$ cat config.mk
export PLATFORM = sky130hd
export DESIGN_NAME = re_counter
export DESIGN_NICKNAME = d
export VERILOG_FILES = /design/src/rtl/re_counter.sv
export SDC_FILE = /design/constraint.sdc
export NUM_CORES = 1
export LEC_CHECK = 0
export CAP_MARGIN = 20
export CORE_UTILIZATION = 40
export DETAILED_ROUTE_END_ITERATION = 6
export PLACE_DENSITY = 0.58
export SYNTH_ARGS = -nofsm -noshare
export SYNTH_HDL_FRONTEND = slang
export SYNTH_SLANG_ARGS = --single-unit
$ cat constraint.sdc
create_clock -name iCLK -period 3.55 [get_ports iCLK]
set_clock_uncertainty 0.1 [all_clocks]
set_input_delay 0.8875 -clock iCLK [delete_from_list [all_inputs] [get_ports iCLK]]
set_output_delay 0.8875 -clock iCLK [all_outputs]
set_load 0.03 [all_outputs]
$ cat src/rtl/re_counter.sv
`default_nettype none
// ============================================================================
// Module      : re_counter
// Description : Retriggerable interval counter. Measures CLR-to-CLR period
//               (TOL) and emits a delayed one-cycle restart pulse (R_TR).
// Revision    : 1.0 - initial release
// ============================================================================
module re_counter #(
    parameter int CNT_W       = 16,
    parameter int TRIG_DELAY  = 4,
    parameter int DEFAULT_TOL = 799
) (
    input  logic             iCLK,
    input  logic             iRST_N,
    input  logic             CLR,
    output logic [CNT_W-1:0] TOL,
    output logic             R_TR
);

    localparam logic [CNT_W-1:0] c_CNT_MAX = '1;
    localparam logic [CNT_W-1:0] c_TRIG    = CNT_W'(TRIG_DELAY);
    localparam logic [CNT_W-1:0] c_DEF_TOL = CNT_W'(DEFAULT_TOL);

    logic [CNT_W-1:0] r_cnt;
    logic             r_armed;
    logic             r_measured;
    logic [CNT_W-1:0] r_tol;
    logic             r_rtr;
    logic             w_fire;

    assign w_fire = r_armed && (r_cnt == c_TRIG);

    always_ff @(posedge iCLK or negedge iRST_N) begin
        if (!iRST_N) begin
            r_cnt      <= '0;
            r_armed    <= 1'b0;
            r_measured <= 1'b0;
            r_tol      <= c_DEF_TOL;
            r_rtr      <= 1'b0;
        end else if (CLR) begin
            // The first strobe after reset only opens a measurement window.
            if (r_measured) begin
                r_tol <= r_cnt;
            end
            r_cnt      <= '0;
            r_armed    <= 1'b1;
            r_measured <= 1'b1;
            r_rtr      <= 1'b0;
        end else begin
            if (r_cnt != c_CNT_MAX) begin
                r_cnt <= r_cnt + 1'b1;
            end
            r_rtr <= w_fire;
            if (w_fire) begin
                r_armed <= 1'b0;
            end
        end
    end

    assign TOL  = r_tol;
    assign R_TR = r_rtr;

endmodule
`default_nettype wire

# Word-level counts from Yosys, hierarchy flattened
# Index checks and enable logic that the tools add are counted.
# W data, S select, Z words.
dict set report totals {
  reg_bits 35
  latch_bits 0
  ramBits 0
  mem_bits_ro 0
  n_memories 0
}
dict set report classes {
  addsub 1
  multipliers 0
  div_mod_pow 0
  magnitude_cmp 0
  n_eq_ne 2
  shift 0
  muxes 5
  bitwise 0
  reduce_logical 4
}
# op n
set ops {}
lappend ops {{$mux W16} 2}
lappend ops {{$add A16 B1 Y16 const B} 1}
lappend ops {{$eq A16 B3 Y1 const B} 1}
lappend ops {{$ne A16 B16 Y1 const B} 1}
lappend ops {{$reduce_bool A2 Y1} 2}
lappend ops {{$mux W1} 3}
lappend ops {{$reduce_and A2 Y1} 1}
lappend ops {{$logic_and A1 B1 Y1} 1}

# Longest topological paths before layout
# Gate-level depths: netlist of the first run.
dict set report logic_depth {
  depth_word 4
  ltp_mapped 6
  depth_no_buf 5
}

# Least setup slack after synthesis of the first run
# Ideal clock, no wire load.
dict set report synth_path {
  path_kind {in2reg}
  startpoint {input port CLR}
  endpoint {register r_tol[10] (netlist: TOL[10])}
  setup_time_ns 0.125
  arrival_ns 1.666
  t_required_ns 3.325
  slack_ns 1.659
  cell_stages 3
  path_cell_list {nand2_1 clkbuf_1 mux2_2}
}
dict set report synth_via {
  elab_chain_len 1
}
# item line
set synth_rtl {}
lappend synth_rtl {{start: declaration} 15} ;# input logic CLR,
lappend synth_rtl {{$reduce_and A2 Y1 (no line)} -}
lappend synth_rtl {{end signal: assignment} 38} ;# r_tol <= c_DEF_TOL;
lappend synth_rtl {{end signal: assignment} 43} ;# r_tol <= r_cnt;
lappend synth_rtl {{end: declaration} 27} ;# logic [CNT_W-1:0] r_tol;
# Every way passes these cells.
# A chain may end at the register's enable or synchronous reset.

# Final worst setup path of the first run
dict set report layout_path {
  startpoint {input port CLR}
  endpoint {register r_tol[7] (netlist: TOL[7])}
}
# The elaborated chain is that of the path after synthesis.

==> results of run 1 <==
==> worst max-delay path, cell delays in order <==
cell	delay (ns)
clkdlybuf4s50_1	0.45
buf_4	0.24
nand2_1	0.50
mux2_2	0.45
==> worst max path at each step <==
stage | end | slack (ns) | depth (start not counted)
finish | TOL[7]$_DFFE_PN0P_ | 1.06 | 4
global route | TOL[5]$_DFFE_PN0P_ | 0.92 | 4
CTS | TOL[7]$_DFFE_PN0P_ | 1.05 | 4
detailed placement | TOL[7]$_DFFE_PN0P_ | 0.76 | 4
global placement | TOL[5]$_DFFE_PN0P_ | 0.76 | 4
floorplan | TOL[10]$_DFFE_PN0P_ | 1.66 | 3
==> through the flow <==
step           instances  area, um2
2_1_floorplan        147       1650
3_3_place_gp         210       1890
3_5_place_dp         210       1890
4_1_cts              218       1990
5_1_grt              218       1990
6_report             218       1990
==> cells in the mapped netlist <==
cell type | instances | area [um2]
nand4_1 | 6 | 37.5
nor4b_1 | 2 | 17.5
nor2b_1 | 2 | 12.5
buf_2 | 1 | 5.00
o21ai_0 | 6 | 30.0
o21ai_1 | 1 | 5.00
mux2_1 | 2 | 22.5
dfstp_2 | 7 | 184
o311a_1 | 1 | 10.0
nor4_4 | 1 | 21.3
mux2_2 | 11 | 124
nand3_1 | 3 | 15.0
ha_1 | 2 | 25.0
a31o_2 | 1 | 8.76
nor2_2 | 1 | 6.26
nor3_1 | 6 | 30.0
a21oi_1 | 3 | 15.0
a21o_1 | 1 | 7.51
dfrtp_1 | 28 | 701
nand2_1 | 10 | 37.5
a311oi_1 | 1 | 8.76
or2_2 | 1 | 6.26
clkbuf_1 | 5 | 18.8
inv_1 | 5 | 18.8
nand4_4 | 2 | 42.5
and3_1 | 2 | 12.5
a211oi_1 | 3 | 22.5
o31ai_1 | 1 | 7.51
nor3b_1 | 1 | 7.51
nor4_1 | 1 | 6.26
nand3_4 | 1 | 17.5
mux2i_1 | 3 | 30.0
o31a_1 | 1 | 8.76
and4_1 | 1 | 8.76
or4_1 | 1 | 7.51
and4_2 | 1 | 10.0
nor2_1 | 17 | 63.8
xnor2_1 | 1 | 8.76
or3_1 | 1 | 6.26
a31oi_1 | 2 | 12.5
a31o_1 | 1 | 8.76
==> area by class of cell <==
type	count	area share (%)
Inverter	5	0.943
Multi-Input combinational cell	101	36.3
Tap cell	48	3.02
Timing Repair Buffer	21	10.3
Sequential cell	35	44.4
Clock buffer	8	5.03
==> sequential cells by signal (all words and copies together) (netlist names) <==
| register | count |
|---|---|
| r_measured | 1 |
| r_cnt | 16 |
| r_armed | 1 |
| R_TR | 1 |
| TOL | 16 |
==> kinds of logic after synthesis <==
| family | after synthesis | synth area share, % |
|---|---|---|
| adders and majority gates | 2 | 1.52 |
| DFF | 35 | 53.6 |
| xor gates and xnor gates | 1 | 0.531 |
| muxes | 16 | 10.7 |
| buffers and inverters | 11 | 2.58 |
| AOI/OAI and AO/OA | 22 | 8.80 |
| and+or+nand+nor | 60 | 22.2 |
==> metal layers <==
metal / up-vias / GRT usage, %
met5: - / 0
met4: 0 / 5.59
met3: 5 / 4.31
met2: 26 / 26.1
met1: 584 / 21.6
li1: 577 / -
==> power groups by stage <==
stage | registers [mW] | logic [mW] | clock network [mW]
detailed placement | 0.422 | 0.0518 | 0
floorplan | 0.428 | 0.0204 | 0
global placement | 0.421 | 0.0508 | 0
finish | 0.415 | 0.0507 | 0.310
CTS | 0.415 | 0.0521 | 0.319
global route | 0.415 | 0.0570 | 0.335
==> results.ini, run 1 <==
[setup_path]
cp_max_fo=23
arrival_ns=2.56
critical_path_class=in -> reg
cp-start-kind=input pin
cp-startpoint=CLR
r2r_cells=5
regToRegSetupSlack_ns=1.65
reg2reg_to=r_cnt[1]$_DFFE_PN0P_
crit_required_ns=3.61
r2r-start=r_cnt[1]$_DFFE_PN0P_
endpoint_kind=flip-flop

[timing]
fin_crit_sh_pct=70.2
layout_setup_ws_ns=1.06
setup_viol=0
drv_slew=0
fmax_mhz=401
final_hold_viol_count=0
post-route-min-period_ns=2.49
rsz0062_at_grt=no
worstMarginPinSlew_ns=0.766
fin_hold_ws_ns=0.375
relSlewSlack_pct=48.8
fin_setup_tns_ns=0

[drt]
drt_iter0_markers=58
firstDrtPassIters=4
viasPerCell=5.47
met3_length_um=151
wirelength_mm=3.10
wire_per_inst_um=14.2
routed.top_layer=met4
wl_met1_mm=1.48
wl_met2_mm=1.43
antenna_left=0
drt_drc_violations_left=0
vias=1192

[power_and_ir_drop]
switchingPower_mw=0.171
p_sw_share_pct=22.1
power.density_nw_per_um2=389
power_frac_comb_pct=6.5
clockPowerShare_pct=39.9
seqPwrFrac_pct=53.5
power_mw=0.775
internal_power_mw=0.604
ir_worst_vdd_mv=0.250
p_leak_nw=0.845

[hold_path]
min_to=r_armed$_DFFE_PN0P_
holdPathStages=1
hold_class=reg -> reg
hp-start=r_armed$_DFFE_PN0P_

[layout]
final_nets=174
fill_cells=333
area_growth_pct=20.7
final_cell_mix=dfrtp_1, clkdlybuf4s50_1, nor2_1
drive_gt1_share_pct=20.6
insertedDiodeCount=0
seqCellArea_um2=885
final_common_cell=dfrtp_1
multiInputGateArea_um2=722
post-route-util_pct=52.4

[logic_synthesis]
synth_seq_cells=35
syn-cell-area_um2=1650
seq_area_frac_synth_pct=53.6
ys_warn_count=0
synth_cell_type_count=41
synth_fp_nets=152
syn_inst=147
postSynthAreaPerCell_um2=11.2

[clock_network]
ctsResizeCount=0
clock_path_buffers=2
cts_root_buffer=clkbuf_8
path_clk_slew_ns=0.07
clk_latency_ns=0.28
cts_setup_buffers=0
hold_buffers=0
tritoncts=done
htree_levels=2
cts_made_buffers=5
clock-sinks=35

[die]
initial_core_util_pct=43.4
die_h_um=66.2
die_area_um2=4380
die_width_um=66.2
ioPinCount=20
coreArea_um2=3800
rows=22

[grt]
grt_overflow=0
grt_max_degree=36
grt_pass1_vias=1126
grt.total_usage_pct=16.4
grt_pass1_wl_mm=5.35
antenna_found_initial=0

[placement]
port_buffers=19
pre_cts_ws_ns=0.761
gp_congestion=0.784
dp_hpwl_mm=2.12

[flow_run]
maxCapViolCount=0

[outcome]
status=complete, no violations

Power figures use the tool's default switching activity.
==> run 2, diff against run 1 <==
--- a/config.mk
+++ b/config.mk
@@ -8,7 +8,7 @@
 export CAP_MARGIN = 20
 export CORE_UTILIZATION = 40
 export DETAILED_ROUTE_END_ITERATION = 6
-export PLACE_DENSITY = 0.58
+export PLACE_DENSITY = 0.6
 export SYNTH_ARGS = -nofsm -noshare
 export SYNTH_HDL_FRONTEND = slang
 export SYNTH_SLANG_ARGS = --single-unit
==> constraint.sdc (replaced) <==
create_clock -name iCLK -period 2.2 [get_ports iCLK]
set_clock_uncertainty 0.1 [all_clocks]
set_input_delay 0.55 -clock iCLK [delete_from_list [all_inputs] [get_ports iCLK]]
set_output_delay 0.55 -clock iCLK [all_outputs]
set_load 0.03 [all_outputs]
==> run 2 against run 1 <==
Clock power up 40%. Worst hold slack worse by 0.0036 ns. Sequential cell count unchanged. Clock-buffer cell count unchanged. Final cell count up 1.4%. Critical path depth down 3. Sequential power up 61%. Non-clock buffer count up 3. Power up 53%. Critical path type is now reg -> out. Largest power group unchanged. Register-to-register slack worse by 1.3 ns. Combinational power up 64%. Largest cell class unchanged.
==> results.ini, run 2 (same netlist as run 1, synthesis figures left out) <==
[outcome]
status=complete, no violations

[grt]
grt_pass1_vias=1131  ; +0.44%
grt_max_degree=36  ; unchanged
grt_overflow=0  ; unchanged
grt.total_usage_pct=17.0  ; +0.52 points
grt_pass1_wl_mm=5.33  ; -0.39%
antenna_found_initial=0  ; unchanged

[die]
initial_core_util_pct=43.4  ; unchanged
die_width_um=66.2  ; unchanged
coreArea_um2=3800  ; unchanged
die_area_um2=4380  ; unchanged
rows=22  ; unchanged
die_h_um=66.2  ; unchanged
ioPinCount=20  ; unchanged

[clock_network]
path_clk_slew_ns=0.07  ; about the same
clock_path_buffers=2  ; unchanged
cts_root_buffer=clkbuf_8
clock-sinks=35  ; unchanged
htree_levels=2  ; unchanged
cts_made_buffers=5  ; unchanged
clk_latency_ns=0.28  ; about the same
tritoncts=done
ctsResizeCount=0  ; unchanged
hold_buffers=0  ; unchanged
cts_setup_buffers=0  ; unchanged

[power_and_ir_drop]
clockPowerShare_pct=36.6  ; -3.3 points
power_frac_comb_pct=7.0  ; +0.5 points
p_leak_nw=0.848  ; +0.36%
seqPwrFrac_pct=56.4  ; +2.9 points
ir_worst_vdd_mv=0.426  ; +70%
internal_power_mw=0.916  ; +52%
p_sw_share_pct=22.7  ; +0.65 points
power.density_nw_per_um2=595  ; +53%
switchingPower_mw=0.269  ; +57%

[drt]
wl_met2_mm=1.49  ; +4.3%
routed.top_layer=met4
antenna_left=0  ; unchanged
wire_per_inst_um=13.9  ; -2.6%
wl_met1_mm=1.39  ; -5.8%
firstDrtPassIters=4  ; unchanged
viasPerCell=5.45  ; -0.36%
wirelength_mm=3.06  ; -1.3%
drt_drc_violations_left=0  ; unchanged
vias=1204  ; +1.0%
met3_length_um=119  ; -21%
drt_iter0_markers=30  ; -48%

[layout]
seqCellArea_um2=885  ; unchanged
final_common_cell=dfrtp_1
drive_gt1_share_pct=20.8  ; +0.22 points
final_nets=177  ; +1.7%
insertedDiodeCount=0  ; unchanged
multiInputGateArea_um2=722  ; unchanged
final_cell_mix=dfrtp_1, clkdlybuf4s50_1, nor2_1
area_growth_pct=20.9
fill_cells=344  ; +3.3%

[setup_path]
max_stage_delay_ns=0.66  ; +0.16 ns
critPathBufInv=1  ; -1
crit_required_ns=1.55  ; -2.06 ns
cp_max_fo=2  ; -91%
critical_path_class=reg -> out
crit_family=buffers and inverters
endpoint_kind=primary output
arrival_ns=1.47  ; -1.09 ns
cp-start-kind=flip-flop
slowest_stage=clkdlybuf4s50_1
crit_chain=clkdlybuf4s50_1

[timing]
fmax_mhz=472
worstMarginPinSlew_ns=0.499  ; -0.268 ns
rsz0062_at_grt=no
final_hold_viol_count=0  ; unchanged
drv_slew=0  ; unchanged
fin_crit_sh_pct=96.3
setup_viol=0  ; unchanged
fin_hold_ws_ns=0.371  ; -0.00358 ns
post-route-min-period_ns=2.12
fin_setup_tns_ns=0  ; unchanged
relSlewSlack_pct=66.5  ; +18 points

[flow_run]
maxCapViolCount=0  ; unchanged

[placement]
port_buffers=19  ; unchanged
dp_hpwl_mm=2.18  ; +2.6%
gp_congestion=0.808  ; +3.1%

[hold_path]
hold_class=reg -> reg

## run 2: power groups by stage
stage | Clock [mW] | Sequential (mW) | Combinational, mW
final | 0.433 | 0.669 | 0.0829
after global routing | 0.480 | 0.670 | 0.0937
after CTS | 0.452 | 0.669 | 0.0857
after detailed placement | 0 | 0.680 | 0.0856
after global placement | 0 | 0.680 | 0.0844
after floorplan | 0 | 0.691 | 0.0330
## run 2: path summary, 6_finish.rpt
path	endpoint	slack, ns	cells past startpoint	startpoint
max	TOL[8]	0.08	1	TOL[8]$_DFFE_PN1P_
min	r_armed$_DFFE_PN0P_	0.37	1	r_armed$_DFFE_PN0P_
max reg2reg	r_cnt[1]$_DFFE_PN0P_	0.30	5	r_cnt[1]$_DFFE_PN0P_
min reg2reg	r_armed$_DFFE_PN0P_	0.37	1	r_armed$_DFFE_PN0P_
max in group asynchronous	TOL[0]$_DFFE_PN1P_	1.09	2	iRST_N
min in group asynchronous	TOL[6]$_DFFE_PN0P_	0.57	2	iRST_N
## run 2: layer usage
metal,up-vias,track usage [%]
met3,6,5.86
met4,0,7.98
met2,20,26.4
met1,589,21.0
met5,-,0
li1,589,-
## run 2: stage by stage
stage          cell area [um2]  total power [mW]  std cells  setup WS (ns)  utilization (%)
2_1_floorplan             1650             0.724        147          0.509                -
5_1_grt                   1990              1.24        221         0.0324             52.5
3_5_place_dp              1910             0.766        213          0.302             50.4
6_report                  1990              1.19        221         0.0805             52.5
4_1_cts                   1990              1.21        221         0.0633             52.5
3_3_place_gp              1910             0.764        213          0.334             50.4
## run 2: area by class of cell
type	instances	area share, %
flip-flops and latches	35	44.4
multi-input cells	101	36.2
repair buffers	24	11.4
clock buffers	8	4.02
well taps	48	3.01
inverters	5	0.942
==> run 3, diff against run 2 <==
--- a/config.mk
+++ b/config.mk
@@ -5,6 +5,7 @@
 export SDC_FILE = /design/constraint.sdc
 export NUM_CORES = 1
 export LEC_CHECK = 0
+export ABC_CLOCK_PERIOD_IN_PS = 2200
 export CAP_MARGIN = 20
 export CORE_UTILIZATION = 40
 export DETAILED_ROUTE_END_ITERATION = 6
==> results of run 3 <==
Same layout as run 2: the final DEF is identical, and so are final timing and power.
